===== src/rtl/prog_loader_pkg.sv =====
// prog_loader_pkg: shared constants for the program loader.
//   ADDR_W / DATA_W : target memory word address and data widths
//   FRAME_W         : serial frame length, {data, addr}
//   ST_*            : FSM state encoding (3 bits, RUN needs the third bit)
package prog_loader_pkg;
  localparam int ADDR_W  = 4;
  localparam int DATA_W  = 8;
  localparam int FRAME_W = ADDR_W + DATA_W;

  localparam logic [2:0] ST_IDLE  = 3'd0;
  localparam logic [2:0] ST_LEAD  = 3'd1;
  localparam logic [2:0] ST_SHIFT = 3'd2;
  localparam logic [2:0] ST_GAP   = 3'd3;
  localparam logic [2:0] ST_RUN   = 3'd4;
endpackage


===== src/rtl/prog_loader_if.sv =====
// prog_loader_if: host-side bus of the program loader.
//   wr_valid_in/wr_ready_out : write handshake for one memory word
//   wr_addr_in/wr_data_in    : target word address / data
//   wr_dmem_in               : 0 = instruction memory, 1 = data memory
//   run_start_in/run_len_in  : request a processor run of run_len_in cycles
// master = host, slave = loader.
interface prog_loader_if;
  import prog_loader_pkg::*;
  logic              wr_valid_in;
  logic              wr_ready_out;
  logic [ADDR_W-1:0] wr_addr_in;
  logic [DATA_W-1:0] wr_data_in;
  logic              wr_dmem_in;
  logic              run_start_in;
  logic [7:0]        run_len_in;

  modport master (output wr_valid_in, wr_addr_in, wr_data_in, wr_dmem_in,
                         run_start_in, run_len_in,
                  input  wr_ready_out);
  modport slave  (input  wr_valid_in, wr_addr_in, wr_data_in, wr_dmem_in,
                         run_start_in, run_len_in,
                  output wr_ready_out);
endinterface


===== src/rtl/prog_loader_frame_piso.sv =====
// frame_piso: W-bit parallel-load, LSB-first shift register.
//   load  : capture din (has priority over shift)
//   shift : move one bit toward bit 0, zero fill at the top
//   lsb   : current bit 0, the next bit to go on the wire
module frame_piso #(
  parameter int W = 12
) (
  input  logic         clk,
  input  logic         rst,
  input  logic         load,
  input  logic         shift,
  input  logic [W-1:0] din,
  output logic         lsb
);
  logic [W-1:0] sr;

  always_ff @(posedge clk) begin
    if (rst)        sr <= '0;
    else if (load)  sr <= din;
    else if (shift) sr <= {1'b0, sr[W-1:1]};
  end

  assign lsb = sr[0];
endmodule


===== src/rtl/prog_loader.sv =====
// prog_loader: serialises host memory words into a processor's instruction
// or data memory, then runs the processor for a requested number of cycles.
//   clk, rst     : clock, synchronous active-high reset
//   bus (slave)  : host write / run request bus
//   csi_n_out    : instruction-memory chip select, active low
//   csd_n_out    : data-memory chip select, active low
//   mosi_out     : serial frame data, LSB first
//   proc_en_out  : processor run enable
//   busy_out     : loader not idle
//   done_out     : one-cycle pulse at the end of a run
// Frame timing: LEAD (cs low, mosi 0), then FRAME_W SHIFT cycles. The chip
// select is raised already in the last SHIFT cycle (the one carrying the
// frame MSB), so cs is low for exactly FRAME_W cycles. GAP_CYCLES idle
// cycles with both chip selects high follow every frame.
module prog_loader #(
  parameter int GAP_CYCLES = 2,
  parameter int FRAME_W    = prog_loader_pkg::FRAME_W
) (
  input  logic          clk,
  input  logic          rst,
  prog_loader_if.slave  bus,
  output logic          csi_n_out,
  output logic          csd_n_out,
  output logic          mosi_out,
  output logic          proc_en_out,
  output logic          busy_out,
  output logic          done_out
);
  import prog_loader_pkg::*;

  localparam int CW = $clog2(FRAME_W);

  logic [2:0]    state;
  logic [CW-1:0] bit_cnt;
  logic [3:0]    gap_cnt;
  logic [7:0]    run_cnt;
  logic          piso_bit;
  logic          wr_acc;
  logic          last_bit;

  assign bus.wr_ready_out = (state == ST_IDLE);
  assign wr_acc   = bus.wr_valid_in && (state == ST_IDLE);
  assign last_bit = (bit_cnt == CW'(FRAME_W - 1));

  // Bit 0 is consumed on the LEAD->SHIFT edge, so the register shifts in LEAD
  // and in every SHIFT cycle except the last.
  frame_piso #(.W(FRAME_W)) u_piso (
    .clk   (clk),
    .rst   (rst),
    .load  (wr_acc),
    .shift ((state == ST_LEAD) || (state == ST_SHIFT && !last_bit)),
    .din   (FRAME_W'({bus.wr_data_in, bus.wr_addr_in})),
    .lsb   (piso_bit)
  );

  always_ff @(posedge clk) begin
    if (rst) begin
      state       <= ST_IDLE;
      csi_n_out   <= 1'b1;
      csd_n_out   <= 1'b1;
      mosi_out    <= 1'b0;
      proc_en_out <= 1'b0;
      busy_out    <= 1'b0;
      done_out    <= 1'b0;
      bit_cnt     <= '0;
      gap_cnt     <= '0;
      run_cnt     <= '0;
    end else begin
      done_out <= 1'b0;
      case (state)
        ST_IDLE: begin
          if (bus.wr_valid_in) begin
            // write wins over a simultaneous run request
            state     <= ST_LEAD;
            busy_out  <= 1'b1;
            csi_n_out <= bus.wr_dmem_in;
            csd_n_out <= !bus.wr_dmem_in;
            mosi_out  <= 1'b0;
          end else if (bus.run_start_in) begin
            if (bus.run_len_in == 8'd0) begin
              done_out <= 1'b1;
            end else begin
              state       <= ST_RUN;
              busy_out    <= 1'b1;
              proc_en_out <= 1'b1;
              run_cnt     <= bus.run_len_in;
            end
          end
        end
        ST_LEAD: begin
          state    <= ST_SHIFT;
          mosi_out <= piso_bit;
          bit_cnt  <= '0;
        end
        ST_SHIFT: begin
          if (last_bit) begin
            state    <= ST_GAP;
            mosi_out <= 1'b0;
            gap_cnt  <= 4'(GAP_CYCLES - 1);
          end else begin
            bit_cnt  <= bit_cnt + 1'b1;
            mosi_out <= piso_bit;
            if (bit_cnt == CW'(FRAME_W - 2)) begin
              csi_n_out <= 1'b1;
              csd_n_out <= 1'b1;
            end
          end
        end
        ST_GAP: begin
          if (gap_cnt == 4'd0) begin
            state    <= ST_IDLE;
            busy_out <= 1'b0;
          end else begin
            gap_cnt <= gap_cnt - 4'd1;
          end
        end
        ST_RUN: begin
          // exit on the last enabled cycle; the counter never goes below 1
          if (run_cnt <= 8'd1) begin
            state       <= ST_IDLE;
            busy_out    <= 1'b0;
            proc_en_out <= 1'b0;
            done_out    <= 1'b1;
            run_cnt     <= 8'd0;
          end else begin
            run_cnt <= run_cnt - 8'd1;
          end
        end
        default: begin
          state    <= ST_IDLE;
          busy_out <= 1'b0;
        end
      endcase
    end
  end
endmodule

===== src/flat_wrapper.sv =====
// flat-port wrapper written by rule: the top's interface ports become plain ports
module prog_loader_flat import prog_loader_pkg::*;
#(
  parameter int GAP_CYCLES = 2,
  parameter int FRAME_W    = prog_loader_pkg::FRAME_W
)
  (clk, rst, csi_n_out, csd_n_out, mosi_out, proc_en_out, busy_out, done_out, bus_wr_valid_in, bus_wr_addr_in, bus_wr_data_in, bus_wr_dmem_in, bus_run_start_in, bus_run_len_in, bus_wr_ready_out);
  prog_loader_if bus_i ();
  input  logic clk;
  input  logic rst;
  output logic csi_n_out;
  output logic csd_n_out;
  output logic mosi_out;
  output logic proc_en_out;
  output logic busy_out;
  output logic done_out;
  input wire logic [$bits(bus_i.wr_valid_in)-1:0] bus_wr_valid_in;
  input wire logic [$bits(bus_i.wr_addr_in)-1:0] bus_wr_addr_in;
  input wire logic [$bits(bus_i.wr_data_in)-1:0] bus_wr_data_in;
  input wire logic [$bits(bus_i.wr_dmem_in)-1:0] bus_wr_dmem_in;
  input wire logic [$bits(bus_i.run_start_in)-1:0] bus_run_start_in;
  input wire logic [$bits(bus_i.run_len_in)-1:0] bus_run_len_in;
  output wire logic [$bits(bus_i.wr_ready_out)-1:0] bus_wr_ready_out;
  assign bus_i.wr_valid_in = bus_wr_valid_in;
  assign bus_i.wr_addr_in = bus_wr_addr_in;
  assign bus_i.wr_data_in = bus_wr_data_in;
  assign bus_i.wr_dmem_in = bus_wr_dmem_in;
  assign bus_i.run_start_in = bus_run_start_in;
  assign bus_i.run_len_in = bus_run_len_in;
  assign bus_wr_ready_out = bus_i.wr_ready_out;
  prog_loader #(.GAP_CYCLES(GAP_CYCLES), .FRAME_W(FRAME_W)) u_core (.clk(clk), .rst(rst), .bus(bus_i), .csi_n_out(csi_n_out), .csd_n_out(csd_n_out), .mosi_out(mosi_out), .proc_en_out(proc_en_out), .busy_out(busy_out), .done_out(done_out));
endmodule

===== config.mk =====
export PLATFORM = sky130hd
export DESIGN_NAME = prog_loader_flat
export DESIGN_NICKNAME = d
export VERILOG_FILES = /design/src/rtl/prog_loader_pkg.sv /design/src/rtl/prog_loader_if.sv /design/src/rtl/prog_loader_frame_piso.sv /design/src/rtl/prog_loader.sv /design/src/flat_wrapper.sv
export SDC_FILE = /design/constraint.sdc
export NUM_CORES = 1
export LEC_CHECK = 0
export BUFFER_PORTS_ARGS = -buffer_cell sky130_fd_sc_hd__buf_2
export CAP_MARGIN = 30
export CORE_MARGIN = 2
export CORE_UTILIZATION = 56
export CTS_CLUSTER_SIZE = 12
export DETAILED_ROUTE_END_ITERATION = 10
export HOLD_SLACK_MARGIN = 0.12
export PLACE_DENSITY = 0.9
export SETUP_SLACK_MARGIN = 0.2
export SYNTH_ARGS = -nofsm -noshare
export SYNTH_HDL_FRONTEND = slang
export SYNTH_SLANG_ARGS = --single-unit

===== constraint.sdc =====
create_clock -name clk -period 2.55 [get_ports clk]
set_input_delay 0.255 -clock clk [delete_from_list [all_inputs] [get_ports clk]]
set_output_delay 0.255 -clock clk [all_outputs]
set_load 0.03 [all_outputs]

* Yosys cells after proc, flatten, opt, wreduce, memory -nomap -nowiden
Index checks and enable logic that the tools add are counted.
W data, S select, Z words.
** Cells by class
- Add/sub/neg operators :: 3
- Equality and inequality tests :: 18
- Reductions and logical operators :: 23
- Divide/modulo/power cells :: 0
- Order comparisons :: 1
- Bitwise operators :: 1
- Shifts and indexed selects :: 0
- $mul :: 0
- Multiplexer cells :: 41
** Operators by type and width (count)
- $mux W8 :: 4
- $mux W12 :: 2
- $mux W3 :: 6
- $mux W1 :: 16
- $pmux W4 S2 :: 2
- $pmux W8 S2 :: 1
- $pmux W3 S5 :: 1
- $reduce_and A5 Y1 :: 3
- $ne A2 B2 Y1 const B :: 7
- $mux W4 :: 3
- $reduce_bool A2 Y1 :: 5
- $eq A4 B4 Y1 const B :: 2
- $le A8 B1 Y1 const B :: 1
- $logic_not A8 Y1 :: 1
- $pmux W1 S2 :: 4
- $reduce_and A4 Y1 :: 2
- $sub A8 B1 Y8 const B :: 1
- $eq A3 B2 Y1 const B :: 2
- $ne A2 B1 Y1 const B :: 3
- $ne A3 B3 Y1 const B :: 2
- $add A4 B1 Y4 const B :: 1
- $logic_not A4 Y1 :: 1
- $pmux W1 S4 :: 1
- $reduce_and A2 Y1 :: 2
- 12 further kinds :: 14
** Word-level totals
- Register bits after elaboration :: 37
- ROM bits :: 0
- Input port bits :: 25
- Bits in writable memories :: 0
- Word-level logic and storage cells :: 98
- Latch bits :: 0
- Output and inout bits :: 7
- Memories :: 0

* Logic depth before layout (Yosys ltp)
Gate-level depths: netlist (run 1).
- Depth in word-level cells :: 6
- Mapped depth :: 7
- Gate-level depth less buffers :: 6

* Cells and area by module
A second synthesis (run 1) with hierarchy kept.
** Second synthesis, totals
- Cells, all modules :: 235
- Area total of the unflattened synthesis :: 2097.0 µm²
** By module, submodules not included
- prog_loader :: instances 1, seq. area each 500.5 µm², area an instance 1498.9 µm², cells an instance 182
- frame_piso :: instances 1, seq. area each 240.2 µm², area an instance 598.1 µm², cells an instance 53

* Worst setup path before layout (run 1)
OpenSTA, ideal clock, no wires.
- Path type :: reg-to-reg
- Start :: register u_core.run_cnt[0]
- End :: register u_core.run_cnt[6]
- Setup time :: 91 ps
- Stages on the path, launching flop included :: 8
- Arrival :: 1699 ps
- Required time :: 2459 ps
- Path buffers :: 1
- Slack :: 760 ps
- Period minus slack after synthesis :: 1790 ps
- Cell sequence :: dfxtp_1 -> clkbuf_1 -> inv_1 -> ha_1 -> or4b_1 -> nor4b_1 -> nor3_1 -> a311oi_1
** On the way
- Longest elaborated chain between the ends :: 3
- Elaborated cells on any way between the ends :: 4
- Classes of those cells :: 1 x add/sub; 1 x order compare; 2 x mux
** RTL lines
- start: declaration :: RTL line prog_loader.sv:36 : logic [7:0] run_cnt;
- start signal: assignment :: RTL line prog_loader.sv:86 : run_cnt <= bus.run_len_in;
- start signal: assignment :: RTL line prog_loader.sv:126 : run_cnt <= run_cnt - 8'd1;
- $sub A8 B1 Y8 / $le A8 B1 Y1 (equally long branches) :: RTL line prog_loader.sv:126, prog_loader.sv:119
- $mux W8 * :: RTL line prog_loader.sv:119 : if (run_cnt <= 8'd1) begin
- $pmux W8 S2 * :: RTL line prog_loader.sv:70 : case (state)
Every way passes the cells marked *; elsewhere a longest branch is shown, timed or not.
A chain may end at the register's enable or synchronous reset.

* Worst setup path after layout (run 1)
- Start :: register u_core.bit_cnt[0]
- End :: register u_core.bit_cnt[3]
** On the way
- Longest elaborated chain between the ends :: 3
- Elaborated cells on any way between the ends :: 6
- Classes of those cells :: 1 x add/sub; 2 x eq/ne; 2 x mux; 1 x reduce/logical
** RTL lines
- start: declaration :: RTL line prog_loader.sv:34 : logic [CW-1:0] bit_cnt;
- start signal: assignment :: RTL line prog_loader.sv:101 : bit_cnt <= bit_cnt + 1'b1;
- $add A4 B1 Y4 / $eq A4 B4 Y1 (equally long branches) :: RTL line prog_loader.sv:101, prog_loader.sv:43
- $mux W4 / $ne A2 B2 Y1 (equally long branches)
- $pmux W4 S2 / $reduce_and A2 Y1 (equally long branches)
Several ways; a longest one is shown, not always the timed one. The select of a mux whose other input is x is not followed.

==> reports/results.tsv, run 1 <==
metric	value	unit
die height	64.85	um
# hold bufs at CTS	0	
Total Neg Setup Slack	0	ns
Net Count, Synth	279	
MaxCap Viol Count	0	
vias per inst	6.239	
Iteration-0 DRC Markers	250	
slew margin rel.	0.5455	
maximum clock rate	498.4	MHz
Post-route DRC	0	
H-tree depth	2	
status	completed	
Clk Latency, worst-skew pair	0.30	ns
power share of the clock group	0.352	
#FFs+latches synth	37	
register area	740.7	um^2
Syn-to-layout area delta	14.30	%
Layout Utilization	0.6572	
Sequential Power Share	0.411	
DIE WIDTH	64.85	um
area taken by multi-input logic gates	1216	um^2
switch share	0.3086	
# resized after CTS	0	
crit path max fanout	18	
complex-gate fraction of the synthesized area	0.2330	
longest individual stage delay on the worst path	0.53	ns
logic gate share of total power	0.238	
Core ar.	3606	um^2
Reg clk slew, reported paths	0.08	ns
grt ovf	0	
element type at the critical path end	flop	
largest family of logic cells by synthesized area	simple AND/OR/NAND/NOR gates	
Initial Util	0.5749	
worst setup margin	0.5436	ns
GPL Wtd Cong	1.001	
Die ar.	4205	um^2
crit path kind	flop to flop	
RSZ-0062 raised after global routing	no	
total CTS buffers	5	
switching power	0.0005334	W
vias in the first global route	1777	
Mean Syn Cell Area	8.326	um^2
EDFF count, synth	0	
Adder-Cell Fraction of Synth Area	0.03018	
Clock Sink Count	37	
fin crit period	2.006	ns
# diodes	0	
Std-Cell Rows	22	
Via Count	2009	
simple-gate portion of the synthesized area	0.2999	
initial antenna violation count	0	
Post-Route WL	4655	um
layout cells sized above 1	0.1898	
final hold violations	0	
Slew Viols, Final	0	
crit-path cells	ha_1, and3b_1, o21a_1, or4_1, a211oi_1	
Post-Syn Instances	249	
Final Cycle Share	0.7868	
Data required, critical path	2.76	ns
CTS tree	yes	
Final nets	303	
Pleak	0.8874	nW
Pwr Total	0.001729	W
Worst setup SP type	flop	
Slowest-stage cell, CP	or4_1	
CTS max path bufs	2	
hold crit path type	primary input to flop	
Critical Path AT	2.22	ns
pwr dens	729.5	nW/um^2
register area share after synthesis	0.3573	
hold slack final	0.1900	ns
Setup WS pre-CTS	0.5431	ns
final setup fails	0	
Internal Power	0.001195	W
hpwl dp	3168	um
first drt pass iteration count	4	
Mapped Area	2073	um^2
Async SR Flop Fraction	0	
skew final	0.007799	ns
mux share of post-synthesis cell area	0.01509	
Worst VDD drop	0.3270	mV
Slew @ Worst Pin	0.6818	ns
Yosys warning count	0	
first-pass GRT wire length	7900	um
library cells used by synthesis	57	
input/output buffers	31	
wire length per cell	14.46	um
post-CTS setup buffers	0	
Root Buffer	clkbuf_8	
post-route antenna net violation count	0	
I/O pin cnt	32	
Global Route Usage Sum	0.2418	
ys flop type	dfxtp_1	
pin count of the biggest net entering global routing	39	
xor-xnor portion of the synthesized cell area	0.008449	
Fillers	293	
through the flow:
step                area, um^2  cells
floorplan                 2073    249
global placement          2236    314
detailed placement        2236    314
CTS                       2370    322
global route              2370    322
finish                    2370    322
cell type report:
type                            instances  share of cell area
Timing Repair Buffer                   35             0.07814
Sequential cell                        37              0.3126
Clock buffer                            5             0.02904
Tap cell                               48             0.02534
Clock inverter                          3             0.02746
Multi-Input combinational cell        185              0.5132
Inverter                                9             0.01426
power by group through the flow:
stage	Combinational (W)	Sequential [W]	Clock, W
after floorplan	0.000322	0.000712	0
after global placement	0.000392	0.000719	0
after detailed placement	0.000404	0.000721	0
after CTS	0.000408	0.000709	0.000613
after global routing	0.000455	0.000720	0.000647
final	0.000411	0.000710	0.000608
critical path, delay by kind of cell, from the launching register on:
kind,cells,cell delay (ns)
and+or+nand+nor,2,0.74
adders and majority gates,1,0.24
DFF,1,0.34
AOI/OAI and AO/OA,2,0.61
per-layer routing:
metal | GRT usage | part of all wire | routed length, um
met1 | 0.2971 | 0.42 | 1963
met2 | 0.3930 | 0.49 | 2298
met3 | 0.07292 | 0.069 | 320
met4 | 0.09840 | 0.015 | 72
met5 | 0 | 0 | 0
cell usage after synthesis (3+ instances only):
| master | instances | area (um^2) |
|---|---|---|
| dfxtp_1 | 37 | 740.7 |
| nor2_1 | 32 | 120.1 |
| nor3_1 | 19 | 95.09 |
| a21oi_1 | 12 | 60.06 |
| clkbuf_1 | 11 | 41.29 |
| a2111oi_1 | 9 | 90.09 |
| inv_1 | 9 | 33.78 |
| nand3_1 | 9 | 45.04 |
| nand2_1 | 8 | 30.03 |
| o21ai_0 | 7 | 35.03 |
| nor4_1 | 6 | 37.54 |
| o31ai_1 | 6 | 45.04 |
| ha_1 | 5 | 62.56 |
| nand2b_1 | 5 | 31.28 |
| a211oi_1 | 4 | 30.03 |
| a31oi_1 | 4 | 25.02 |
| or3_1 | 4 | 25.02 |
| a2111oi_0 | 3 | 26.28 |
| and2_1 | 3 | 18.77 |
| buf_2 | 3 | 15.01 |
| nor4b_1 | 3 | 26.28 |
| o211ai_1 | 3 | 22.52 |
| or4_1 | 3 | 22.52 |
logic make-up after synthesis:
logic type,after synthesis
and+or+nand+nor,110
muxes,3
DFF,37
adders and majority gates,5
xor gates and xnor gates,2
buffers and inverters,27
AOI/OAI and AO/OA,65
final timing paths:
| path | from | endpoint | slack (ns) | cells after the start |
|---|---|---|---|---|
| setup / recovery | u_core.bit_cnt[0] | u_core.bit_cnt[3] | 0.54 | 5 |
| hold / removal | bus_wr_data_in[7] | u_core.u_piso.sr[11] | 0.19 | 3 |
| setup reg to reg | u_core.bit_cnt[0] | u_core.bit_cnt[3] | 0.54 | 5 |
| hold reg to reg | u_core.mosi_out | u_core.mosi_out | 0.49 | 2 |
cell usage in the layout, fill, tap and decap left out, drive strengths merged, types with 7 or more instances in the layout:
cell type	instances
a2111oi	12
a21oi	12
buf	35
dfxtp	37
inv	9
nand2	8
nand3	9
nor2	32
nor3	20
o21ai	7
sequential cells by signal, indices dropped and copies added, names as in the netlist:
name                cells
u_core.bit_cnt          4
u_core.csi_n_out        1
u_core.proc_en_out      1
u_core.u_piso.sr       12
u_core.mosi_out         1
u_core.run_cnt          8
u_core.gap_cnt          4
u_core.busy_out         1
u_core.csd_n_out        1
u_core.state            3
u_core.done_out         1
No activity file was read; power rests on OpenSTA's default activity.
==> run 2, diff against run 1 <==
Settings changed: CORE_UTILIZATION 56 to 51, PLACE_DENSITY 0.9 to 0.87.
Clock period 2.55 ns to 1.71 ns, I/O delays scaled along.
==> run 2 against run 1 <==
The flow now finishes with violations (negative setup slack). Total power rose by 73%. Via count rose by 16%. Critical endpoint is now u_core.u_piso.sr[3]. Maximum frequency rose by 13%. Critical path type unchanged. Routed wire length rose by 50%. Critical path depth did not move. Highest routed layer unchanged.
==> reports/results.tsv, run 2 (synthesized netlist as in run 1, its figures left out) <==
metric	value	unit
grt ovf	0	
hold crit path type	primary input to flop	
final cell count without fillers	361	
switch share	0.3508	
pwr dens	988.3	nW/um^2
wire length per cell	19.34	um
logic gate share of total power	0.368	
# diodes	0	
Final nets	340	
Hold Path End	u_core.run_cnt[5]	
initial antenna violation count	0	
GPL Wtd Cong	0.9094	
element type at the critical path end	flop	
Core ar.	3943	um^2
Worst setup SP type	flop	
Std-Cell Rows	23	
final hold violations	0	
reg2reg end	u_core.u_piso.sr[3]	
fin crit period	1.769	ns
Post-route DRC	0	
Critical Path AT	1.94	ns
pin count of the biggest net entering global routing	29	
Global Route Usage Sum	0.2709	
worst setup margin	-0.05854	ns
H-tree depth	2	
CTS tree	yes	
first-pass GRT wire length	9232	um
R2R depth	5	
Slew @ Worst Pin	0.4422	ns
DIE WIDTH	67.76	um
biggest regs	u_core.u_piso.sr: 12 flops, u_core.run_cnt: 8 flops	
failing checks	negative setup slack	
area taken by multi-input logic gates	1548	um^2
first drt pass iteration count	5	
maximum clock rate	565.4	MHz
crit path max fanout	6	
Syn-to-layout area delta	45.87	%
Hold Crit Start	bus_run_len_in[5]	
switching power	0.001049	W
Initial Util	0.5259	
Pleak	1.141	nW
vias per inst	6.446	
Fillers	252	
Total Neg Setup Slack	-0.07925	ns
slew margin rel.	0.7045	
crit path kind	flop to flop	
input/output buffers	31	
I/O pin cnt	32	
Worst VDD drop	0.7159	mV
status	complete, but fails checks	
Placed Instances	334	
die height	67.76	um
Reg2Reg Setup Slack	-0.06	ns
MaxCap Viol Count	0	
RSZ-0062 raised after global routing	yes	
Clk Latency, worst-skew pair	0.31	ns
Reg with most FFs	u_core.u_piso.sr	
Reg clk slew, reported paths	0.08	ns
Internal Power	0.001940	W
worst reg2reg startpoint	u_core.bit_cnt[1]	
Via Count	2327	
final setup fails	3	
register area	757.0	um^2
Sequential Power Share	0.355	
Clock Sink Count	37	
CTS max path bufs	2	
worst hold path depth	3	
Largest register FFs	12	
skew final	0.01186	ns
hpwl dp	3656	um
post-route antenna net violation count	0	
total CTS buffers	5	
Slew Viols, Final	0	
Final Cycle Share	1.034	
Root Buffer	clkbuf_8	
Post-Route WL	6981	um
power share of the clock group	0.277	
vias in the first global route	1946	
Die ar.	4591	um^2
Iteration-0 DRC Markers	281	
Data required, critical path	1.88	ns
most frequent cells in the layout	nor2_1, buf_4, buf_2	
layout cells sized above 1	0.4469	
run 2: cell count changes in the layout (fill, tap and decap cells not counted), sizes merged:
cell / change
and2: +1
bufinv: -1
clkbuf: +1
dlygate4sd3: +1
nand2: +1
clkinv: -1
clkinvlp: +1
buf: +34
run 2: timing repair:
item	CTS	global route
buffers inserted	10	6
hold buffers	1	0
hold endpoints to repair	1	0
pin swaps	12	7
cloned	2	0
endpoints found under the setup margin	32	36
gates resized for setup	36	39
run 2: stage by stage:
| step | power (W) | utilization | setup WS (ns) | instance area, um^2 | hold WS (ns) |
|---|---|---|---|---|---|
| after floorplan | 0.001587 | - | 0.05016 | 2147 | 0.3070 |
| after global placement | 0.001771 | 0.6163 | 0.07828 | 2430 | 0.4257 |
| after detailed placement | 0.001797 | 0.6163 | -0.01542 | 2430 | 0.4358 |
| after CTS | 0.002766 | 0.7112 | 0.07210 | 2804 | 0.1515 |
| after global routing | 0.003092 | 0.7671 | -0.1469 | 3024 | 0.1507 |
| final | 0.002989 | 0.7671 | -0.05854 | 3024 | 0.1530 |
run 2: worst max-delay path by stage:
stage / startpoint / cells after the start / slack (ns) / to
after global placement: u_core.state[1] / 5 / 0.08 / u_core.run_cnt[1]
final: u_core.bit_cnt[1] / 5 / -0.06 / u_core.u_piso.sr[3]
after detailed placement: u_core.bit_cnt[1] / 5 / -0.02 / u_core.u_piso.sr[1]
after global routing: u_core.bit_cnt[1] / 5 / -0.15 / u_core.u_piso.sr[3]
after floorplan: u_core.run_cnt[0] / 7 / 0.05 / u_core.run_cnt[6]
after CTS: u_core.run_cnt[1] / 6 / 0.07 / u_core.run_cnt[6]
run 2: layout make-up:
class                           instances  area share
Clock buffer                            6     0.02731
Clock inverter                          2     0.01241
Inverter                                9     0.01200
Multi-Input combinational cell        187      0.5118
Sequential cell                        37      0.2503
Tap cell                               50     0.02069
Timing Repair Buffer                   70      0.1655
run 2: layer usage:
layer,global-route usage,up-vias,share of wire
met5,0,-,0
met4,0.09694,0,0.039
met3,0.06667,31,0.065
met2,0.4571,128,0.51
met1,0.3327,1107,0.39
li1,-,1061,-
run 2: power by group through the flow:
| stage | registers, W | clock network (W) | logic (W) |
|---|---|---|---|
| finish | 0.00106 | 0.000827 | 0.00110 |
| global route | 0.00107 | 0.000860 | 0.00116 |
| floorplan | 0.00107 | 0 | 0.000519 |
| detailed placement | 0.00106 | 0 | 0.000740 |
| global placement | 0.00105 | 0 | 0.000719 |
| CTS | 0.00104 | 0.000809 | 0.000917 |
run 2: worst max-delay path, cell delays in order (launching register included):
cell	delay [ns]
dfxtp_4	0.37
ha_4	0.16
and3b_2	0.23
o21ai_4	0.22
nand2_4	0.14
a2111oi_1	0.51
